--- config.mk ---
export PLATFORM = sky130hd
export DESIGN_NAME = dice_ram_fifo_ctrl
export DESIGN_NICKNAME = d
export VERILOG_FILES = /design/src/rtl/dice_fifo_pkg.sv /design/src/rtl/dice_fifo_obuf.sv /design/src/rtl/dice_ram_fifo_ctrl.sv
export SDC_FILE = /design/constraint.sdc
export NUM_CORES = 1
export LEC_CHECK = 0
export CORE_MARGIN = 2
export CORE_UTILIZATION = 60
export CTS_BUF_LIST = sky130_fd_sc_hd__clkbuf_8
export DETAILED_ROUTE_END_ITERATION = 12
export DONT_BUFFER_PORTS = 1
export PLACE_DENSITY = 0.76
export SLEW_MARGIN = 20
export SYNTH_ARGS = -nofsm -noshare
export SYNTH_HDL_FRONTEND = slang
export SYNTH_SLANG_ARGS = --single-unit
--- constraint.sdc ---
create_clock -name clk -period 4.8 [get_ports clk]
set_input_delay 0 -clock clk [delete_from_list [all_inputs] [get_ports clk]]
set_output_delay 0 -clock clk [all_outputs]
set_load 0.005 [all_outputs]
--- src/rtl/dice_fifo_pkg.sv ---
// Shared constants and helpers for the DICE RAM-backed stream FIFO.
package dice_fifo_pkg;

    localparam int OBUF_DEPTH = 2;

    function automatic int cnt_width(input int depth);
        return $clog2(depth + 3);
    endfunction

    function automatic int unsigned wrap_inc(
        input int unsigned ptr,
        input int unsigned depth
    );
        return (ptr == depth - 1) ? 0 : ptr + 1;
    endfunction

endpackage

--- src/rtl/dice_fifo_obuf.sv ---
// Two-entry output skid buffer; head word drives the downstream stream.
module dice_fifo_obuf
    import dice_fifo_pkg::*;
#(
    parameter int DATA_WIDTH = 32
) (
    input  logic                  clk,
    input  logic                  rst_n,
    input  logic                  push,
    input  logic [DATA_WIDTH-1:0] push_data,
    input  logic                  pop,
    output logic [1:0]            cnt,
    output logic [DATA_WIDTH-1:0] head
);

    logic [DATA_WIDTH-1:0] slot_q [OBUF_DEPTH];
    logic [DATA_WIDTH-1:0] slot_d [OBUF_DEPTH];
    logic                  wr_ptr_q, wr_ptr_d;
    logic                  rd_ptr_q, rd_ptr_d;
    logic [1:0]            cnt_q, cnt_d;

    always_comb begin
        slot_d   = slot_q;
        wr_ptr_d = wr_ptr_q;
        rd_ptr_d = rd_ptr_q;
        if (push) begin
            slot_d[wr_ptr_q] = push_data;
            wr_ptr_d         = ~wr_ptr_q;
        end
        if (pop) begin
            rd_ptr_d = ~rd_ptr_q;
        end
        cnt_d = cnt_q + 2'(push) - 2'(pop);
    end

    always_ff @(posedge clk or negedge rst_n) begin
        if (!rst_n) begin
            for (int i = 0; i < OBUF_DEPTH; i++) begin
                slot_q[i] <= '0;
            end
            wr_ptr_q <= 1'b0;
            rd_ptr_q <= 1'b0;
            cnt_q    <= '0;
        end else begin
            slot_q   <= slot_d;
            wr_ptr_q <= wr_ptr_d;
            rd_ptr_q <= rd_ptr_d;
            cnt_q    <= cnt_d;
        end
    end

    assign cnt  = cnt_q;
    assign head = slot_q[rd_ptr_q];

endmodule

--- src/rtl/dice_ram_fifo_ctrl.sv ---
// Elastic FIFO controller around an external 1W/1R RAM with registered read.
// Define DICE_RAM_FIFO_BYPASS_EN to route pushes into an empty FIFO straight to the output buffer.
module dice_ram_fifo_ctrl
    import dice_fifo_pkg::*;
#(
    parameter int DATA_WIDTH = 32,
    parameter int DEPTH      = 1024,
    parameter int ADDR_WIDTH = $clog2(DEPTH),
    parameter int CNT_WIDTH  = cnt_width(DEPTH)
) (
    input  logic                  clk,
    input  logic                  rst_n,
    input  logic                  in_valid,
    output logic                  in_ready,
    input  logic [DATA_WIDTH-1:0] in_data,
    output logic                  out_valid,
    input  logic                  out_ready,
    output logic [DATA_WIDTH-1:0] out_data,
    output logic                  ram_wr_en,
    output logic [ADDR_WIDTH-1:0] ram_wr_addr,
    output logic [DATA_WIDTH-1:0] ram_wr_data,
    output logic                  ram_rd_en,
    output logic [ADDR_WIDTH-1:0] ram_rd_addr,
    input  logic [DATA_WIDTH-1:0] ram_rd_data,
    output logic [CNT_WIDTH-1:0]  count
);

    localparam logic [CNT_WIDTH-1:0] DEPTH_C = CNT_WIDTH'(DEPTH);
    localparam logic [2:0]           OBUF_C  = 3'(OBUF_DEPTH);

    logic [ADDR_WIDTH-1:0] wr_ptr_q, wr_ptr_d;
    logic [ADDR_WIDTH-1:0] rd_ptr_q, rd_ptr_d;
    logic [CNT_WIDTH-1:0]  ram_cnt_q, ram_cnt_d;
    logic                  inflight_q, inflight_d;
    logic [CNT_WIDTH-1:0]  count_q, count_d;

    logic                  push, pop, byp, wr_en, rd_en;
    logic                  obuf_push;
    logic [DATA_WIDTH-1:0] obuf_data;
    logic [1:0]            obuf_cnt;

    always_comb begin
        pop      = out_valid & out_ready;
        in_ready = rst_n & (ram_cnt_q != DEPTH_C);
        push     = in_valid & in_ready;
        // Space check includes the read already in flight and this cycle's pop.
        rd_en    = rst_n & (ram_cnt_q != '0)
                 & (({1'b0, obuf_cnt} + {2'b0, inflight_q})
                    < (OBUF_C + {2'b0, pop}));
`ifdef DICE_RAM_FIFO_BYPASS_EN
        byp      = (ram_cnt_q == '0) & ~inflight_q & ~rd_en
                 & ({1'b0, obuf_cnt} < (OBUF_C + {2'b0, pop}));
`else
        byp      = 1'b0;
`endif
        wr_en     = push & ~byp;
        obuf_push = inflight_q | (push & byp);
        obuf_data = inflight_q ? ram_rd_data : in_data;

        wr_ptr_d = wr_ptr_q;
        rd_ptr_d = rd_ptr_q;
        if (wr_en) begin
            wr_ptr_d = ADDR_WIDTH'(wrap_inc(32'(wr_ptr_q), DEPTH));
        end
        if (rd_en) begin
            rd_ptr_d = ADDR_WIDTH'(wrap_inc(32'(rd_ptr_q), DEPTH));
        end
        ram_cnt_d  = ram_cnt_q + CNT_WIDTH'(wr_en) - CNT_WIDTH'(rd_en);
        inflight_d = rd_en;
        count_d    = count_q + CNT_WIDTH'(push) - CNT_WIDTH'(pop);
    end

    always_ff @(posedge clk or negedge rst_n) begin
        if (!rst_n) begin
            wr_ptr_q   <= '0;
            rd_ptr_q   <= '0;
            ram_cnt_q  <= '0;
            inflight_q <= 1'b0;
            count_q    <= '0;
        end else begin
            wr_ptr_q   <= wr_ptr_d;
            rd_ptr_q   <= rd_ptr_d;
            ram_cnt_q  <= ram_cnt_d;
            inflight_q <= inflight_d;
            count_q    <= count_d;
        end
    end

    dice_fifo_obuf #(
        .DATA_WIDTH(DATA_WIDTH)
    ) u_obuf (
        .clk       (clk),
        .rst_n     (rst_n),
        .push      (obuf_push),
        .push_data (obuf_data),
        .pop       (pop),
        .cnt       (obuf_cnt),
        .head      (out_data)
    );

    assign out_valid   = (obuf_cnt != 2'd0);
    assign ram_wr_en   = wr_en;
    assign ram_wr_addr = wr_ptr_q;
    assign ram_wr_data = in_data;
    assign ram_rd_en   = rd_en;
    assign ram_rd_addr = rd_ptr_q;
    assign count       = count_q;

endmodule

Word level (Yosys, flattened, before mapping). Index checks and enable logic that the tools add are counted. Widths: inputs -> output; s select.

Output and inout bits: 99. Flip-flop bits (word level): 111. Input port bits: 68. Word-level logic and storage cells: 48.

Add/subtract/negate cells: 10. Reductions and logical operators: 3. Equality and inequality tests: 3. Mux-type cells: 9. Bitwise gates (word level): 9. Magnitude comparators: 4.

Operator list (number): $mux 32 (5); $bwmux 64 (1); $demux 32 s1 (1); $add 11x1->11 (2); $sub 11x1->11 (2); $add 10x1->10 const B (2); $eq 10x10->1 const B (2); $mux 10 (2); $ne 11x11->1 const B (1); $reduce_bool 11->1 (1); $and 1x1->1 (5); $ge 2x2->1 const B (2); $not 1->2 (2); $add 2x1->3 (1); $add 2x1->3 const A (1); $lt 3x3->1 (1); $add 2x1->2 (1); $lt 2x1->1 const B (1); $not 1->1 (2); $reduce_bool 2->1 (1); $sub 2x1->2 (1); $logic_and 1x1->1 (1).

Longest topological paths before layout. Gate-level depths: netlist of the first run.

Depth after elaboration: 6. Mapped depth: 16. Gate-level depth less buffers: 16.

Cells and area by module. Synthesis of the first run repeated with hierarchy kept, for this count alone.

Cell total of the unflattened synthesis: 528. Area, all modules: 6397.4 sq um.

Modules (own cells, without submodules): dice_ram_fifo_ctrl (cells each 343, instances 1, area each 3310.7 sq um); dice_fifo_obuf (cells each 185, instances 1, area each 3086.7 sq um).

Worst setup path before layout of the first run. No wires, ideal clock.

Path kind: register to register. From: reg ram_cnt_q[2]. To: reg ram_cnt_q[10]. Arrival time: 3086 ps. Data required time: 4673 ps. Path buffers: 0. Library setup time: 127 ps. Period minus slack after synthesis: 3213 ps. Cell stages (with the launch flop): 17. Path slack: 1587 ps. Cells stage by stage: dfrtp_1 -> inv_1 -> ha_1 -> nand4b_4 -> or3b_4 -> o211ai_4 -> inv_6 -> ha_1 -> inv_1 -> ha_1 -> inv_1 -> fa_1 -> nor2b_1 -> o21ai_0 -> o21ai_0 -> o221ai_1 -> xnor2_1.

Elaborated cells on any way between the ends: 8.

RTL lines: from (decl) (line dice_ram_fifo_ctrl.sv:33) `logic [CNT_WIDTH-1:0] ram_cnt_q, ram_cnt_d;`; from (signal assigned) (line dice_ram_fifo_ctrl.sv:83) `ram_cnt_q <= ram_cnt_d;`; $reduce_bool 11->1 (line dice_ram_fifo_ctrl.sv:47) `rd_en = rst_n & (ram_cnt_q != '0)`; $and 1x1->1 (line dice_ram_fifo_ctrl.sv:47); $and 1x1->1 (line dice_ram_fifo_ctrl.sv:48) `& (({1'b0, obuf_cnt} + {2'b0, inflight_q})`; named net ram_rd_en (line dice_ram_fifo_ctrl.sv:22) `output logic ram_rd_en,`; $sub 11x1->11 (line dice_ram_fifo_ctrl.sv:68) `ram_cnt_d = ram_cnt_q + CNT_WIDTH'(wr_en) - CNT_WIDTH'(rd_en);`; named net ram_cnt_d[10] (line dice_ram_fifo_ctrl.sv:33).

The timed path passes the listed nets, and every way through them passes these cells. A chain may end at the register's enable or synchronous reset.

Worst setup path after layout of the first run.
From: reg ram_cnt_q[6]. To: reg ram_cnt_q[10].

Same word-level chain as after synthesis.

==> reports/metrics.csv, run 1 <==
metric,value,unit
dp_hpwl,7281,um
cts_buffers,9,
syn_inst,494,
clk_pin_slew_worst_paths,90,ps
fp.dieW,102.9,um
via_per_inst,5.661,
p_switching,1774,uW
grtUsageTotal,22.37,%
diodes,0,
synth-xor-area-share,4.777,%
post-route-period-util,73.11,%
arrival,3760,ps
ys_types,50,
clk_latency,370,ps
num_rows,36,
fin_ws,1291,ps
route.detailed.drc,0,
grt_pass1_wl,18140,um
synthTopCellsByArea,"dfrtp_1 (47%), mux2_2 (18%), ha_1 (6.8%)",
seqPwrFrac,36.9,%
grt_antenna_before_repair,0,
r2r-start,ram_cnt_q[6],
synth_top_flop_cell,dfrtp_1,
synth_compound_area_share,6.398,%
whs_path_depth,0,
fin_total_pwr,4684,uW
synth_top_family_by_area,multiplexers,
synth.cells.most_frequent,"dfrtp_1 (111), mux2_2 (94), inv_1 (39)",
r2r_setup_slack,1290,ps
ys_seq_area_share,47.34,%
power.density,734.4,nW/um2
swShare,37.87,%
coreArea,9639,um2
cp_max_fo,10,
grt_max_degree,113,
ios,167,
h-tree-depth,3,
routed_wirelength,11280,um
ant_nets,0,
cts.path.max_buffers,2,
gp_congestion,0.8931,
critPathTopFamily,adder cells,
nets,602,
fin_tns_setup,0,ps
place_area,5771,um2
root_buffer,clkbuf_8,
syn-mean-instance-area,11.88,um2
avgRoutedWirePerCell,17.68,um
worstPathCellList,inv_1 -> ha_1 -> nand4b_4 -> or3b_4 -> o211ai_4 -> inv_6 -> ha_1 -> inv_1 -> ha_1 -> inv_1 -> fa_1 -> nor2b_1 -> o21ai_0 -> o21ai_0 -> o221ai_1 -> xnor2_1,
setup_viol_count_final,0,
relSlewSlack,34.66,%
min_path_type,primary input to output pin,
synth-simple-area-share,7.869,%
reg2reg_to,ram_cnt_q[10],
drive_above_1_share,25.35,%
vias,3612,
die_y,102.9,um
die-area,10590,um2
overflow,0,
pwr-share-clk,13.5,%
holdPathEnd,ram_wr_data[8],
initial_core_util,60.86,%
critPathCaptureType,flip-flop,
drv_cap,0,
p_leak,0.002846,uW
cellInternalPower,2910,uW
critPathBufInv,4,
worstSetupPathType,flip-flop to flip-flop,
area_growth,8.701,%
max_freq,285.0,MHz
min_from,in_data[8],
synthesis.area,5867,um2
syn_nets,596,
cts.sinks,111,
drtPass1Iterations,4,
cp-start-kind,flip-flop,
synth_edf_count,0,
synth_top_area_share,47.34,%
port_buffers,0,
finalMaxSlewViolations,0,
slowest_delay,400,ps
outcome,"finished, final reports clean",
grt_pass1_vias,3676,
yosysTopAreaCell,dfrtp_1,
fin_worst_skew,10.98,ps
grt_setup_unrepaired,false,
worst_slew_pin_slew,978.0,ps
fin_crit,3509,ps
crit_path_top_delay_cell,dfrtp_1,
irDropWorstVdd,0.4951,mV
post-cts-setup-buffers,0,
reg2reg_depth,16,
pre_cts_ws,1318,ps
whs,0.002249,ps
stdcell_area,6377,um2
power.share.combinational,49.7,%
synth-seq-cells,111,
synth_most_common_cell,dfrtp_1,
cp.required,5050,ps
ys_async_sr_fraction,100.0,%
yosys.area_share.adder,7.507,%
synth_warnings,0,
hold_viol,0,
cts_tree,yes,
synth_mux_area_share,18.60,%
first_iter_violations,116,
-- logic make-up after synthesis --
kind of cell / Yosys count
DFF: 111
muxes: 97
and+or+nand+nor: 84
buffers and inverters: 83
AOI/OAI and AO/OA: 53
adders and majority gates: 34
xor gates and xnor gates: 32
-- worst max path at each step --
stage	startpoint	to	slack, ps	cells after the start
after floorplan	ram_cnt_q[2]	ram_cnt_q[10]	1590	16
after global placement	ram_cnt_q[6]	ram_cnt_q[10]	1370	16
after detailed placement	ram_cnt_q[2]	ram_cnt_q[10]	1320	16
after CTS	ram_cnt_q[2]	ram_cnt_q[10]	1290	16
after global routing	ram_cnt_q[2]	ram_cnt_q[10]	990	16
final	ram_cnt_q[6]	ram_cnt_q[10]	1290	16
-- layout make-up --
type                       count  area (um2)
sequential                   111        2778
clock inverter                 6       91.34
fill                         714        3262
inverter                      40       155.1
multi-input combinational    300        2656
tap                          133       166.4
timing repair buffer          38       392.9
clock buffer                  10       137.6
-- what timing repair did --
item | 4_1_cts | 5_1_grt
gates resized for setup | 0 | 0
hold buffers | 36 | 0
endpoints found under the hold margin | 181 | 0
-- registers in the layout, summed over array words and instances (netlist names) --
name and flops:
u_obuf.wr_ptr_q 1, u_obuf.slot_q 64, count 11, ram_rd_addr 10, ram_cnt_q 11, ram_wr_addr 10, u_obuf.cnt 2, inflight_q 1
u_obuf.rd_ptr_q 1
-- metal layers --
layer / global-route usage, % / part of all wire [%] / vias to the layer above
met5: 0 / 0 / -
met4: 9.211 / 1.5 / 0
met3: 8.068 / 7.9 / 16
met2: 36.06 / 49 / 109
met1: 27.40 / 41 / 1798
li1: - / - / 1689
-- placed cells by master, fill, tap and decap left out, types with 3 or more instances in the layout --
| cell | netlist | final |
|---|---|---|
| ha_1 | 32 | 32 |
| dlygate4sd3_1 | 0 | 35 |
| and2_1 | 3 | 3 |
| mux2_2 | 94 | 94 |
| a21oi_1 | 14 | 14 |
| and4_1 | 4 | 4 |
| o21ai_0 | 14 | 14 |
| inv_1 | 39 | 39 |
| nand3_1 | 11 | 11 |
| nor2b_1 | 5 | 4 |
| or3_1 | 3 | 3 |
| clkbuf_8 | 0 | 10 |
| nand4_1 | 6 | 6 |
| xnor2_1 | 24 | 24 |
| dfrtp_1 | 111 | 111 |
| inv_6 | 1 | 3 |
| a31oi_1 | 6 | 6 |
| xor2_1 | 8 | 8 |
| nand2b_1 | 3 | 3 |
| nor2_1 | 18 | 18 |
| nand2_1 | 20 | 20 |
-- per-stage QoR --
stage	util (%)	std cells
finish	66.16	638
global route	66.16	638
CTS	66.16	638
detailed placement	59.87	586
global placement	59.87	586
floorplan	-	494
-- power by group through the flow --
| stage | combinational (uW) | clock (uW) | sequential (uW) |
|---|---|---|---|
| final | 2330 | 631 | 1730 |
| after global routing | 2630 | 696 | 1790 |
| after CTS | 2340 | 651 | 1720 |
| after detailed placement | 2270 | 0 | 1740 |
| after global placement | 2180 | 0 | 1700 |
| after floorplan | 1950 | 0 | 1630 |
Power figures use the tool's default switching activity.
==> run 2, diff against run 1 <==
- PLACE_DENSITY: 0.76 -> 0.79
- clock period: 4.8 -> 2.9 ns (I/O delays scaled with it)
==> run 2 against run 1 <==
Compared with the run above: the run now ends with negative setup slack left; power increased by 76%; clock-buffer cell count down 1; critical path depth is the same; combinational power increased by 96%; clock power is 33% higher; register-to-register slack worse by 1300 ps; sequential power increased by 64%.
==> reports/metrics.csv, run 2 (synthesis gave the netlist of run 1 again) <==
metric,value,unit,change
register_area,2778,um2,unchanged
vias,3784,,+4.8%
drtPass1Iterations,4,,unchanged
hold_viol,0,,unchanged
relSlewSlack,64.42,%,+30 points
clk_pin_slew_worst_paths,100,ps,about the same
swShare,38.50,%,+0.63 points
initial_core_util,60.86,%,unchanged
max_freq,341.8,MHz,+20%
finalMaxSlewViolations,0,,unchanged
h-tree-depth,3,,unchanged
outcome,finished with violations,,
cp.required,3210,ps,-1840 ps
cp-start-kind,flip-flop,,
multi_input_area,2765,um2,+4.1%
die_y,102.9,um,unchanged
grt_antenna_before_repair,0,,unchanged
route.detailed.drc,0,,unchanged
final_util,69.41,%,+3.2 points
fin_total_pwr,8248,uW,+76%
power.share.combinational,55.3,%,+5.6 points
grt_pass1_wl,18310,um,+0.95%
p_leak,0.002981,uW,+4.7%
critPathTopFamily,adder cells,,
cts.path.max_buffers,2,,unchanged
post-route-period-util,100.9,%,+28 points
grt_setup_unrepaired,true,,
diodes,0,,unchanged
coreArea,9639,um2,unchanged
cts.sinks,111,,unchanged
critPathBufInv,4,,unchanged
overflow,0,,unchanged
root_buffer,clkbuf_8,,
nFillCells,697,,-2.4%
regMostFlops,u_obuf.slot_q,,
slowest_delay,410,ps,about the same
nets,637,,+5.8%
pwr-share-clk,10.2,%,-3.3 points
fin_ws,-25.30,ps,-1316 ps
setup_viol_count_final,2,,+2
place_inst,612,,+4.4%
cts_buffers,9,,unchanged
final_cells,672,,+5.3%
worst_slew_pin_slew,533.7,ps,-444.3 ps
port_buffers,0,,unchanged
p_switching,3176,uW,+79%
seqPwrFrac,34.5,%,-2.4 points
critPathCaptureType,flip-flop,,
via_per_inst,5.631,,-0.54%
worstSetupPathType,flip-flop to flip-flop,,
violations,negative setup slack,,
worstPathCellList,inv_2 -> ha_4 -> nand4b_4 -> or3b_4 -> o211ai_4 -> inv_6 -> ha_4 -> inv_2 -> ha_4 -> inv_2 -> fa_2 -> nor2b_4 -> o21ai_2 -> o21ai_2 -> o22a_1 -> xor2_1,,
final_cell_mix,"dfrtp_1 (111), mux2_2 (94), buf_4 (37), dlygate4sd3_1 (35), inv_1 (31)",,
area_growth,14.03,%,
dp_hpwl,7987,um,+9.7%
fin_crit,2925,ps,-583.8 ps
clk_latency,380,ps,about the same
gp_congestion,0.8422,,-5.7%
cts_tree,yes,,
ant_nets,0,,unchanged
layout_commonest_cell,dfrtp_1,,
crit_path_top_delay_cell,dfrtp_1,,
largest_reg_flops,64,,unchanged
ios,167,,unchanged
grt_max_degree,113,,unchanged
first_iter_violations,163,,+41%
cellInternalPower,5072,uW,+74%
routed_wirelength,11990,um,+6.3%
arrival,3230,ps,-530 ps
pre_cts_ws,-305.5,ps,-1624 ps
num_rows,36,,unchanged
grt_pass1_vias,3813,,+3.7%
avgRoutedWirePerCell,17.84,um,+0.88%
drv_cap,0,,unchanged
drive_above_1_share,33.95,%,+8.6 points
fin_worst_skew,16.26,ps,+5.280 ps
die-area,10590,um2,unchanged
fp.dieW,102.9,um,unchanged
power.density,1233,nW/um2,+68%
irDropWorstVdd,0.8407,mV,+70%
grtUsageTotal,22.33,%,-0.037 points
min_path_type,primary input to output pin,,
cp_max_fo,3,,-7
## run 2: cell count changes in the layout (fill, tap and decap cells not counted), sizes merged
cell,delta
buf,+35
clkinvlp,+2
clkinv,+1
clkbuf,-1
bufinv,-2
inv,-1
## run 2: layer usage
metal	GRT usage [%]	routed length [um]	vias to the layer above
met1	27.49	4986	1914
met5	0	0	-
met2	37.51	6075	87
met3	7.390	708	30
met4	6.883	217	0
li1	-	-	1753
## run 2: final cells by class
| cell class | count | area share [%] |
|---|---|---|
| flip-flops and latches | 111 | 41.52 |
| multi-input cells | 300 | 41.33 |
| repair buffers | 73 | 9.800 |
| well taps | 133 | 2.487 |
| inverters | 40 | 2.319 |
| clock buffers | 9 | 1.852 |
| clock inverters | 6 | 0.6920 |
## run 2: worst register-to-register path, cell delays in order (launching register included)
cell and delay [ps]:
dfrtp_1 410, inv_2 90, ha_4 150, nand4b_4 100, or3b_4 390, o211ai_4 240
inv_6 50, ha_4 210, inv_2 60, ha_4 130, inv_2 30, fa_2 360
nor2b_4 140, o21ai_2 70, o21ai_2 120, o22a_1 190, xor2_1 140
## run 2: path summary, 6_finish.rpt
path                                        start                 to  slack [ps]  depth (start not counted)
worst max register to register       ram_cnt_q[3]       ram_cnt_q[8]         -30                         16
worst min register to register  u_obuf.slot_q[22]  u_obuf.slot_q[22]         510                          1
min in group asynchronous                   rst_n  u_obuf.slot_q[12]         250                          2
worst min-delay path                  in_data[27]    ram_wr_data[27]       0.002                          0
max in group asynchronous                   rst_n         inflight_q        2250                          2
worst max-delay path                 ram_cnt_q[3]       ram_cnt_q[8]         -30                         16
## run 2: through the flow
stage                     cell area [um2]  hold slack [ps]  setup TNS (ps)
after floorplan                      5899           -295.6          -518.2
after global placement               5998           -292.3          -378.9
after detailed placement             5998           -293.1          -892.8
after CTS                            6640          0.03458          -2.586
after global routing                 6690         0.007963          -774.9
final                                6690         0.002286          -29.25
## run 2: power groups by stage
stage                     Sequential (uW)  Combinational (uW)  Clock (uW)
after detailed placement             2850                4170           0
after global routing                 2930                5020         938
after CTS                            2830                4470         857
after floorplan                      2710                3270           0
after global placement               2790                3980           0
final                                2840                4560         841
## run 2: timing repair
item | CTS | global route
pin swaps | 7 | 4
endpoints found under the hold margin | 179 | 0
setup buffers | 6 | 3
cloned | 0 | 0
resized for setup | 14 | 6
hold buffers | 36 | 0
endpoints found under the setup margin | 6 | 9
